### src/rtl/vtg_pkg.sv
// rtl/vtg_pkg.sv - shared types and helpers for the video timing generator
//
// Purpose: frame FSM state enum, region-bound struct and the default width of
//          every timing parameter, counter and coordinate.
// Ports:   none (package).

package vtg_pkg;

   localparam int VTG_PW = 16;

   // Vertical region the frame sequencer is currently scanning.
   typedef enum logic [2:0] {
      IDLE = 3'd0,
      VSW  = 3'd1,
      VBP  = 3'd2,
      VACT = 3'd3,
      VFP  = 3'd4
   } vtg_state_e;

   // Region bounds on one axis: sync is [0, sync_end), active is
   // [act_start, act_end). All sums wrap at VTG_PW bits.
   typedef struct packed {
      logic [VTG_PW-1:0] sync_end;
      logic [VTG_PW-1:0] act_start;
      logic [VTG_PW-1:0] act_end;
   } vtg_bounds_t;

   function automatic vtg_bounds_t vtg_bounds(input logic [VTG_PW-1:0] sw,
                                              input logic [VTG_PW-1:0] bp,
                                              input logic [VTG_PW-1:0] act);
      vtg_bounds_t b;
      b.sync_end  = sw;
      b.act_start = sw + bp;
      b.act_end   = sw + bp + act;
      return b;
   endfunction

endpackage

### src/rtl/video_timing_gen_if.sv
// rtl/video_timing_gen_if.sv - video timing bus towards the pixel pipeline
//
// Purpose: groups the registered sync/enable/coordinate/strobe outputs.
// Signals: hsync, vsync, de, x[PW], y[PW], frame_start, line_start
// Modports: master (timing generator drives), slave (pixel pipeline reads).

interface video_timing_gen_if
   import vtg_pkg::*;
#(
   parameter int PW = VTG_PW
);
   logic          hsync;
   logic          vsync;
   logic          de;
   logic [PW-1:0] x;
   logic [PW-1:0] y;
   logic          frame_start;
   logic          line_start;

   modport master (
      output hsync, vsync, de, x, y, frame_start, line_start
   );

   modport slave (
      input hsync, vsync, de, x, y, frame_start, line_start
   );
endinterface

### src/rtl/vtg_axis_cnt.sv
// rtl/vtg_axis_cnt.sv - wrap counter with sync/active region decode for one axis
//
// Purpose: holds one axis position; exposes the count it will take after the
//          next edge and the region decode of that count, so the parent can
//          register outputs that line up with the counter.
// Ports:   I_CLK, I_RSTN  clock, async active-low reset
//          adv            advance this cycle
//          total          last count before wrapping (working value)
//          sw, bp, act    params in force for the next count
//          wrap           advancing from total back to 0
//          cnt_nxt        count after the next edge
//          sync_nxt       cnt_nxt inside sync window
//          act_nxt        cnt_nxt inside active window
//          pos_nxt        cnt_nxt relative to active start
// Note:    region math goes through vtg_bounds_t, so PW must equal VTG_PW.

module vtg_axis_cnt
   import vtg_pkg::*;
#(
   parameter int PW = VTG_PW
) (
   input  logic          I_CLK,
   input  logic          I_RSTN,
   input  logic          adv,
   input  logic [PW-1:0] total,
   input  logic [PW-1:0] sw,
   input  logic [PW-1:0] bp,
   input  logic [PW-1:0] act,
   output logic          wrap,
   output logic [PW-1:0] cnt_nxt,
   output logic          sync_nxt,
   output logic          act_nxt,
   output logic [PW-1:0] pos_nxt
);

   logic [PW-1:0] cnt;
   vtg_bounds_t   b;

   always_comb begin
      b    = vtg_bounds(sw, bp, act);
      wrap = adv && (cnt == total);
      if (!adv)
         cnt_nxt = cnt;
      else if (wrap)
         cnt_nxt = '0;
      else
         cnt_nxt = cnt + PW'(1);
      sync_nxt = cnt_nxt < b.sync_end;
      act_nxt  = (cnt_nxt >= b.act_start) && (cnt_nxt < b.act_end);
      pos_nxt  = cnt_nxt - b.act_start;
   end

   always_ff @(posedge I_CLK or negedge I_RSTN) begin
      if (!I_RSTN)
         cnt <= '0;
      else
         cnt <= cnt_nxt;
   end

endmodule

### src/rtl/video_timing_gen.sv
// rtl/video_timing_gen.sv - frame sequencer producing sync, de, coordinates and strobes
//
// Purpose: runs frames from a working copy of the captured timing set. The
//          copy is refreshed only when starting from IDLE or on the last pixel
//          of a frame, and only if the set is self-consistent.
// Ports:   I_CLK, I_RSTN            pixel clock, async active-low reset
//          i_enable                 run request (level)
//          i_mirror_mode            captured mirror flag
//          i_hsw/hbp/hact/hfp       captured horizontal timing
//          i_vsw/vbp/vact/vfp       captured vertical timing
//          i_htotal/i_vtotal        captured totals (sum - 1)
//          vid                      video timing bus (master)
//          o_busy                   FSM not IDLE
//          o_cfg_err                sticky: last load attempt rejected
//          o_frame_cnt              completed frames (VTG_FRAME_CNT_EN only)
// Build:   define VTG_FRAME_CNT_EN to add o_frame_cnt.

module video_timing_gen
   import vtg_pkg::*;
#(
   parameter int PARAM_WIDTH = VTG_PW
) (
   input  logic                   I_CLK,
   input  logic                   I_RSTN,
   input  logic                   i_enable,
   input  logic                   i_mirror_mode,
   input  logic [PARAM_WIDTH-1:0] i_hsw,
   input  logic [PARAM_WIDTH-1:0] i_hbp,
   input  logic [PARAM_WIDTH-1:0] i_hact,
   input  logic [PARAM_WIDTH-1:0] i_hfp,
   input  logic [PARAM_WIDTH-1:0] i_vsw,
   input  logic [PARAM_WIDTH-1:0] i_vbp,
   input  logic [PARAM_WIDTH-1:0] i_vact,
   input  logic [PARAM_WIDTH-1:0] i_vfp,
   input  logic [PARAM_WIDTH-1:0] i_htotal,
   input  logic [PARAM_WIDTH-1:0] i_vtotal,
   video_timing_gen_if.master     vid,
   output logic                   o_busy,
`ifdef VTG_FRAME_CNT_EN
   output logic [PARAM_WIDTH-1:0] o_frame_cnt,
`endif
   output logic                   o_cfg_err
);

   localparam int PW = PARAM_WIDTH;

   vtg_state_e    state, state_nxt;
   logic          w_mirror;
   logic [PW-1:0] w_hsw, w_hbp, w_hact, w_htotal;
   logic [PW-1:0] w_vsw, w_vbp, w_vact, w_vtotal;

   logic          running, cfg_ok, load_try, load, last_pix, run_n, de_n;
   logic          n_mirror;
   logic [PW-1:0] n_hsw, n_hbp, n_hact, n_vsw, n_vbp, n_vact;
   vtg_bounds_t   vb;

   logic          h_wrap, h_sync_n, h_act_n;
   logic [PW-1:0] h_cnt_n, h_pos_n;
   logic          v_wrap, v_sync_n, v_act_n;
   logic [PW-1:0] v_cnt_n, v_pos_n;

   always_comb begin
      running  = (state != IDLE);
      cfg_ok   = (i_hsw != '0) && (i_hact != '0) && (i_vsw != '0) && (i_vact != '0)
              && (i_htotal == i_hsw + i_hbp + i_hact + i_hfp - PW'(1))
              && (i_vtotal == i_vsw + i_vbp + i_vact + i_vfp - PW'(1));
      // v only advances on h wrap, so both wrapping together is the last pixel.
      last_pix = h_wrap && v_wrap;
      load_try = i_enable && (!running || last_pix);
      load     = load_try && cfg_ok;

      // Params that describe the pixel after the next edge.
      n_mirror = load ? i_mirror_mode : w_mirror;
      n_hsw    = load ? i_hsw  : w_hsw;
      n_hbp    = load ? i_hbp  : w_hbp;
      n_hact   = load ? i_hact : w_hact;
      n_vsw    = load ? i_vsw  : w_vsw;
      n_vbp    = load ? i_vbp  : w_vbp;
      n_vact   = load ? i_vact : w_vact;
      vb       = vtg_bounds(n_vsw, n_vbp, n_vact);

      state_nxt = state;
      if (!running) begin
         state_nxt = load ? VSW : IDLE;
      end else if (last_pix && !load) begin
         state_nxt = IDLE;
      end else if (h_wrap) begin
         // Region follows the new line number, so zero-length back/front
         // porches are skipped naturally.
         if (v_sync_n)
            state_nxt = VSW;
         else if (v_act_n)
            state_nxt = VACT;
         else if (v_cnt_n < vb.act_start)
            state_nxt = VBP;
         else
            state_nxt = VFP;
      end

      run_n = (state_nxt != IDLE);
      de_n  = run_n && h_act_n && v_act_n;
   end

   vtg_axis_cnt #(.PW(PW)) u_hcnt (
      .I_CLK    (I_CLK),
      .I_RSTN   (I_RSTN),
      .adv      (running),
      .total    (w_htotal),
      .sw       (n_hsw),
      .bp       (n_hbp),
      .act      (n_hact),
      .wrap     (h_wrap),
      .cnt_nxt  (h_cnt_n),
      .sync_nxt (h_sync_n),
      .act_nxt  (h_act_n),
      .pos_nxt  (h_pos_n)
   );

   vtg_axis_cnt #(.PW(PW)) u_vcnt (
      .I_CLK    (I_CLK),
      .I_RSTN   (I_RSTN),
      .adv      (h_wrap),
      .total    (w_vtotal),
      .sw       (n_vsw),
      .bp       (n_vbp),
      .act      (n_vact),
      .wrap     (v_wrap),
      .cnt_nxt  (v_cnt_n),
      .sync_nxt (v_sync_n),
      .act_nxt  (v_act_n),
      .pos_nxt  (v_pos_n)
   );

   always_ff @(posedge I_CLK or negedge I_RSTN) begin
      if (!I_RSTN) begin
         state           <= IDLE;
         w_mirror        <= 1'b0;
         w_hsw           <= '0;
         w_hbp           <= '0;
         w_hact          <= '0;
         w_htotal        <= '0;
         w_vsw           <= '0;
         w_vbp           <= '0;
         w_vact          <= '0;
         w_vtotal        <= '0;
         o_cfg_err       <= 1'b0;
         o_busy          <= 1'b0;
         vid.hsync       <= 1'b0;
         vid.vsync       <= 1'b0;
         vid.de          <= 1'b0;
         vid.x           <= '0;
         vid.y           <= '0;
         vid.frame_start <= 1'b0;
         vid.line_start  <= 1'b0;
`ifdef VTG_FRAME_CNT_EN
         o_frame_cnt     <= '0;
`endif
      end else begin
         state <= state_nxt;
         if (load) begin
            w_mirror <= i_mirror_mode;
            w_hsw    <= i_hsw;
            w_hbp    <= i_hbp;
            w_hact   <= i_hact;
            w_htotal <= i_htotal;
            w_vsw    <= i_vsw;
            w_vbp    <= i_vbp;
            w_vact   <= i_vact;
            w_vtotal <= i_vtotal;
         end
         if (load_try)
            o_cfg_err <= !cfg_ok;
         o_busy          <= run_n;
         vid.hsync       <= run_n && h_sync_n;
         vid.vsync       <= run_n && v_sync_n;
         vid.de          <= de_n;
         vid.x           <= !de_n ? '0 : (n_mirror ? n_hact - PW'(1) - h_pos_n : h_pos_n);
         vid.y           <= de_n ? v_pos_n : '0;
         vid.frame_start <= run_n && (h_cnt_n == '0) && (v_cnt_n == '0);
         vid.line_start  <= run_n && (h_cnt_n == '0);
`ifdef VTG_FRAME_CNT_EN
         if (last_pix)
            o_frame_cnt <= o_frame_cnt + PW'(1);
`endif
      end
   end

endmodule

### src/flat_wrapper.sv
// flat-port wrapper written by rule: the top's interface ports become plain ports
module video_timing_gen_flat import vtg_pkg::*;
#(
   parameter int PARAM_WIDTH = VTG_PW
)
  (I_CLK, I_RSTN, i_enable, i_mirror_mode, i_hsw, i_hbp, i_hact, i_hfp, i_vsw, i_vbp, i_vact, i_vfp, i_htotal, i_vtotal, o_busy, o_cfg_err, vid_hsync, vid_vsync, vid_de, vid_x, vid_y, vid_frame_start, vid_line_start);
  video_timing_gen_if #(.PW((16))) vid_i ();
  input  logic I_CLK;
  input  logic I_RSTN;
  input  logic i_enable;
  input  logic i_mirror_mode;
  input  logic [PARAM_WIDTH-1:0] i_hsw;
  input  logic [PARAM_WIDTH-1:0] i_hbp;
  input  logic [PARAM_WIDTH-1:0] i_hact;
  input  logic [PARAM_WIDTH-1:0] i_hfp;
  input  logic [PARAM_WIDTH-1:0] i_vsw;
  input  logic [PARAM_WIDTH-1:0] i_vbp;
  input  logic [PARAM_WIDTH-1:0] i_vact;
  input  logic [PARAM_WIDTH-1:0] i_vfp;
  input  logic [PARAM_WIDTH-1:0] i_htotal;
  input  logic [PARAM_WIDTH-1:0] i_vtotal;
  output logic o_busy;
  output logic o_cfg_err;
  output wire logic [$bits(vid_i.hsync)-1:0] vid_hsync;
  output wire logic [$bits(vid_i.vsync)-1:0] vid_vsync;
  output wire logic [$bits(vid_i.de)-1:0] vid_de;
  output wire logic [$bits(vid_i.x)-1:0] vid_x;
  output wire logic [$bits(vid_i.y)-1:0] vid_y;
  output wire logic [$bits(vid_i.frame_start)-1:0] vid_frame_start;
  output wire logic [$bits(vid_i.line_start)-1:0] vid_line_start;
  assign vid_hsync = vid_i.hsync;
  assign vid_vsync = vid_i.vsync;
  assign vid_de = vid_i.de;
  assign vid_x = vid_i.x;
  assign vid_y = vid_i.y;
  assign vid_frame_start = vid_i.frame_start;
  assign vid_line_start = vid_i.line_start;
  video_timing_gen #(.PARAM_WIDTH(PARAM_WIDTH)) u_core (.I_CLK(I_CLK), .I_RSTN(I_RSTN), .i_enable(i_enable), .i_mirror_mode(i_mirror_mode), .i_hsw(i_hsw), .i_hbp(i_hbp), .i_hact(i_hact), .i_hfp(i_hfp), .i_vsw(i_vsw), .i_vbp(i_vbp), .i_vact(i_vact), .i_vfp(i_vfp), .i_htotal(i_htotal), .i_vtotal(i_vtotal), .vid(vid_i), .o_busy(o_busy), .o_cfg_err(o_cfg_err));
endmodule
### config.mk
export PLATFORM = sky130hd
export DESIGN_NAME = video_timing_gen_flat
export DESIGN_NICKNAME = d
export VERILOG_FILES = /design/src/rtl/vtg_pkg.sv /design/src/rtl/video_timing_gen_if.sv /design/src/rtl/vtg_axis_cnt.sv /design/src/rtl/video_timing_gen.sv /design/src/flat_wrapper.sv
export SDC_FILE = /design/constraint.sdc
export NUM_CORES = 1
export LEC_CHECK = 0
export CAP_MARGIN = 40
export CORE_MARGIN = 2
export CORE_UTILIZATION = 45
export CTS_CLUSTER_DIAMETER = 80
export CTS_CLUSTER_SIZE = 16
export DETAILED_ROUTE_END_ITERATION = 8
export GPL_TIMING_DRIVEN = 0
export PLACE_DENSITY = 0.66
export SETUP_SLACK_MARGIN = 0.3
export SYNTH_ARGS = -nofsm -noshare
export SYNTH_HDL_FRONTEND = slang
export SYNTH_SLANG_ARGS = --single-unit
### constraint.sdc
create_clock -name I_CLK -period 10.5 [get_ports I_CLK]
set_input_delay 2.1 -clock I_CLK [delete_from_list [all_inputs] [get_ports I_CLK]]
set_output_delay 2.1 -clock I_CLK [all_outputs]
set_load 0.02 [all_outputs]
==> results.cfg <==
[yosys]
synth_top_area_share = 0.272
syn_area_per_cell_sq_um = 8.56
ys_seq_area_frac = 0.272
synthTopCellsByCount = nand2_1, inv_1, ha_1
syn_area_sq_mm = 0.0187
synth_cell_types = 90
ys_warn_count = 0
synth_edf_count = 0
yosys.area.top_type = dfrtp_1
yosys-top-cells-area = dfrtp_1, ha_1, fa_1, nand2_1, xnor2_1
synth_simple_gate_area_share = 0.192
synth.most_common_cell = nand2_1
synth_compound_area_frac = 0.148
netlist_instances = 2180
async_flop_share = 1.00
synth-xor-area-share = 0.0925
synth_top_family_by_area = adder cells
ys_ff_latch = 203
synthAdderAreaFrac = 0.226
synth_nets = 2639
ys.flop_type = dfrtp_1
synth_mux_area_frac = 0.00912

[placement]
dp_cells = 2922
dp_hpwl_um = 52900
dp_slack_ns = -3.28
place.gp.congestion = 0.978
io_buffers = 202

[worst_setup_path]
arrival_ns = 11.85
slowest_delay_ns = 0.37
start_kind = primary input
crit_slowest_cell = or3_1
cp_common_cell = buf_4
criticalPathCategory = primary input to flip-flop
cp_max_fo = 5
worstPathRequired_ns = 10.95
worstSetupEndpointType = flip-flop

[floorplan]
initial_core_util = 0.456
core_area_sq_mm = 0.0409
die_w_um = 208
dieArea_sq_mm = 0.0431
io_pins = 203
dieHeight_um = 208
rows = 74

[detailed_routing]
dr.pass1.iters = 7
wl_per_cell_um = 21.8
drt-vias-per-instance = 5.63
drtIter0Drc = 1199
drc_errors = 0
vias = 17600
drt_wl_total_um = 68100
ant_nets = 0

[sta]
maxSlewHeadroom = 0.402
period_share = 1.09
grt_setup_unrepaired = true
layout_setup_ws_ns = -0.902
whs_ns = 0.482
fin_crit_ns = 11.40
worstMarginPinSlew_ns = 0.897
drv_slew = 0
final_hold_viol_count = 0
clock_skew_ns = 0.0256
setup_viol = 36
fmax_mhz = 87.7

[flow_run]
maxCapViolCount = 0

[clocking]
clockBufferDepth = 3
cts-root-buf = clkbuf_16
cts.htree.levels = 1
clock_sinks = 203
path_clk_slew_ns = 0.08
cts_buffers = 17
clk_latency_ns = 0.53
cts_tree = built
cts_hold_buf = 0

[layout]
area_growth_pct = 33.1
drive_gt1_frac = 0.206
n_fill_cell = 3629
fin_nets = 3052
n_antenna_cell = 0
fin_cells = 3129

[power]
irDropWorstVdd_mv = 0.143
seqPwrFrac = 0.272
power_density_mw_per_mm2 = 116
leakagePower_nw = 12.4
power_switching_mw = 1.08
power_frac_clock = 0.214
power.internal_mw = 1.79
p_total_mw = 2.87
swShare = 0.377
power_frac_comb = 0.514

[grt]
antenna_found_initial = 0
grt_max_degree = 108
grt_overflow_total = 0
met2_usage = 0.545
grt_pass1_vias = 18200
gr-usage-met1 = 0.406
grt_pass1_wl_um = 105000
grt.busiest_layer = met2
grt_use_met3 = 0.0389
globalRouteTotalUtil = 0.315

[status]
violations = setup timing
status = complete, but fails checks

[hold_path]
hold_path_class = flip-flop to flip-flop
==> power by group through the flow <==
stage,clock network (mW),logic [mW],registers (mW)
final,0.615,1.48,0.781
after global routing,0.654,1.57,0.781
after CTS,0.627,1.40,0.781
after global placement,0,0.968,0.797
after detailed placement,0,0.977,0.797
after floorplan,0,0.638,0.797
==> state kept, by name (all words and copies together) (netlist names), 3 cells and up <==
register / flops
u_core.w_vact: 16
u_core.w_vsw: 16
u_core.u_hcnt.cnt: 16
u_core.w_vbp: 16
u_core.vid.y: 16
u_core.state: 3
u_core.w_hsw: 16
u_core.vid.x: 16
u_core.w_htotal: 16
u_core.w_vtotal: 16
u_core.u_vcnt.cnt: 16
u_core.w_hact: 16
u_core.w_hbp: 16
==> cells by family after synthesis <==
logic type	count (synthesis)
flip-flops	203
XOR/XNOR	197
buffers and inverters	288
adder cells (fa/ha/maj)	299
AO/OA/AOI/OAI	431
multiplexers	15
AND/OR/NAND/NOR	747
==> per-layer routing <==
metal | up-vias | share of wire | wire [um]
met1 | 8608 | 0.42 | 28700
met3 | 139 | 0.054 | 3690
met2 | 580 | 0.48 | 32800
li1 | 8277 | - | -
met4 | 0 | 0.044 | 2970
met5 | - | 0 | 0
==> final cells by class <==
cell class	count	area [sq um]	share of cell area
Tap cell	532	666	0.0268
Multi-Input combinational cell	1689	13800	0.557
Sequential cell	203	5080	0.205
Clock inverter	6	40.0	0.00161
Buffer	52	379	0.0153
Inverter	236	922	0.0371
Timing Repair Buffer	394	3500	0.141
Clock buffer	17	425	0.0171
==> metrics by stage <==
step,instance area [sq um],setup TNS (ns),util
after detailed placement,21500,-113.37,0.526
after global routing,24800,-41.05,0.607
final,24800,-29.12,0.607
after global placement,21500,-404.81,0.524
after floorplan,18800,-15.11,-
after CTS,24300,-23.20,0.594
==> layout by cell type, fill, tap and decap left out, drive strengths merged, types with 12 or more instances in the layout <==
| cell | Yosys | final |
|---|---|---|
| dfrtp | 203 | 203 |
| xor2 | 82 | 82 |
| or3 | 13 | 13 |
| xnor2 | 115 | 115 |
| nor4 | 37 | 37 |
| o21ai | 117 | 117 |
| a211oi | 13 | 13 |
| dlygate4sd2 | 0 | 41 |
| o21bai | 14 | 14 |
| o21a | 13 | 13 |
| a21oi | 131 | 131 |
| or2 | 12 | 12 |
| nand3 | 42 | 42 |
| nand2b | 27 | 27 |
| a31oi | 12 | 12 |
| buf | 19 | 225 |
| nor2b | 32 | 32 |
| nor2 | 149 | 149 |
| clkdlybuf4s50 | 0 | 141 |
| nand2 | 313 | 313 |
| and3 | 17 | 17 |
| mux2i | 12 | 12 |
| inv | 235 | 237 |
| ha | 230 | 230 |
| nand4 | 35 | 35 |
| fa | 65 | 65 |
| nor3 | 33 | 33 |
| a21o | 51 | 51 |
| clkbuf | 33 | 48 |
==> worst paths after layout <==
path / slack [ns] / start / endpoint / cells past startpoint
max reg2reg: 2.01 / u_core.u_vcnt.cnt[4]$_DFF_PN0_ / u_core.vid.x[12]$_DFF_PN0_ / 40
max: -0.90 / i_hbp[2] / u_core.vid.x[12]$_DFF_PN0_ / 69
min reg2reg: 0.48 / u_core.w_vact[9]$_DFF_PN0_ / u_core.w_vact[9]$_DFF_PN0_ / 2
min in group asynchronous: 1.62 / I_RSTN / u_core.w_hbp[4]$_DFF_PN0_ / 1
max in group asynchronous: 7.88 / I_RSTN / u_core.w_vact[13]$_DFF_PN0_ / 2
min: 0.48 / u_core.w_vact[9]$_DFF_PN0_ / u_core.w_vact[9]$_DFF_PN0_ / 2
==> what timing repair did <==
action                                 in CTS  in global routing
endpoints found under the hold margin       0                  0
buffers inserted                          157                 25
setup endpoints to repair                  36                 36
gates resized for setup                   399                 78
pin swaps                                 162                 90
cloned                                      1                  0
==> critical path: cells and delay by family <==
| kind | cells | cell delay [ns] |
|---|---|---|
| adders and majority gates | 3 | 0.76 |
| xor gates and xnor gates | 2 | 0.24 |
| AOI/OAI and AO/OA | 11 | 1.93 |
| buffers and inverters | 49 | 5.82 |
| and+or+nand+nor | 4 | 1.02 |
No activity file was read; power rests on OpenSTA's default activity.
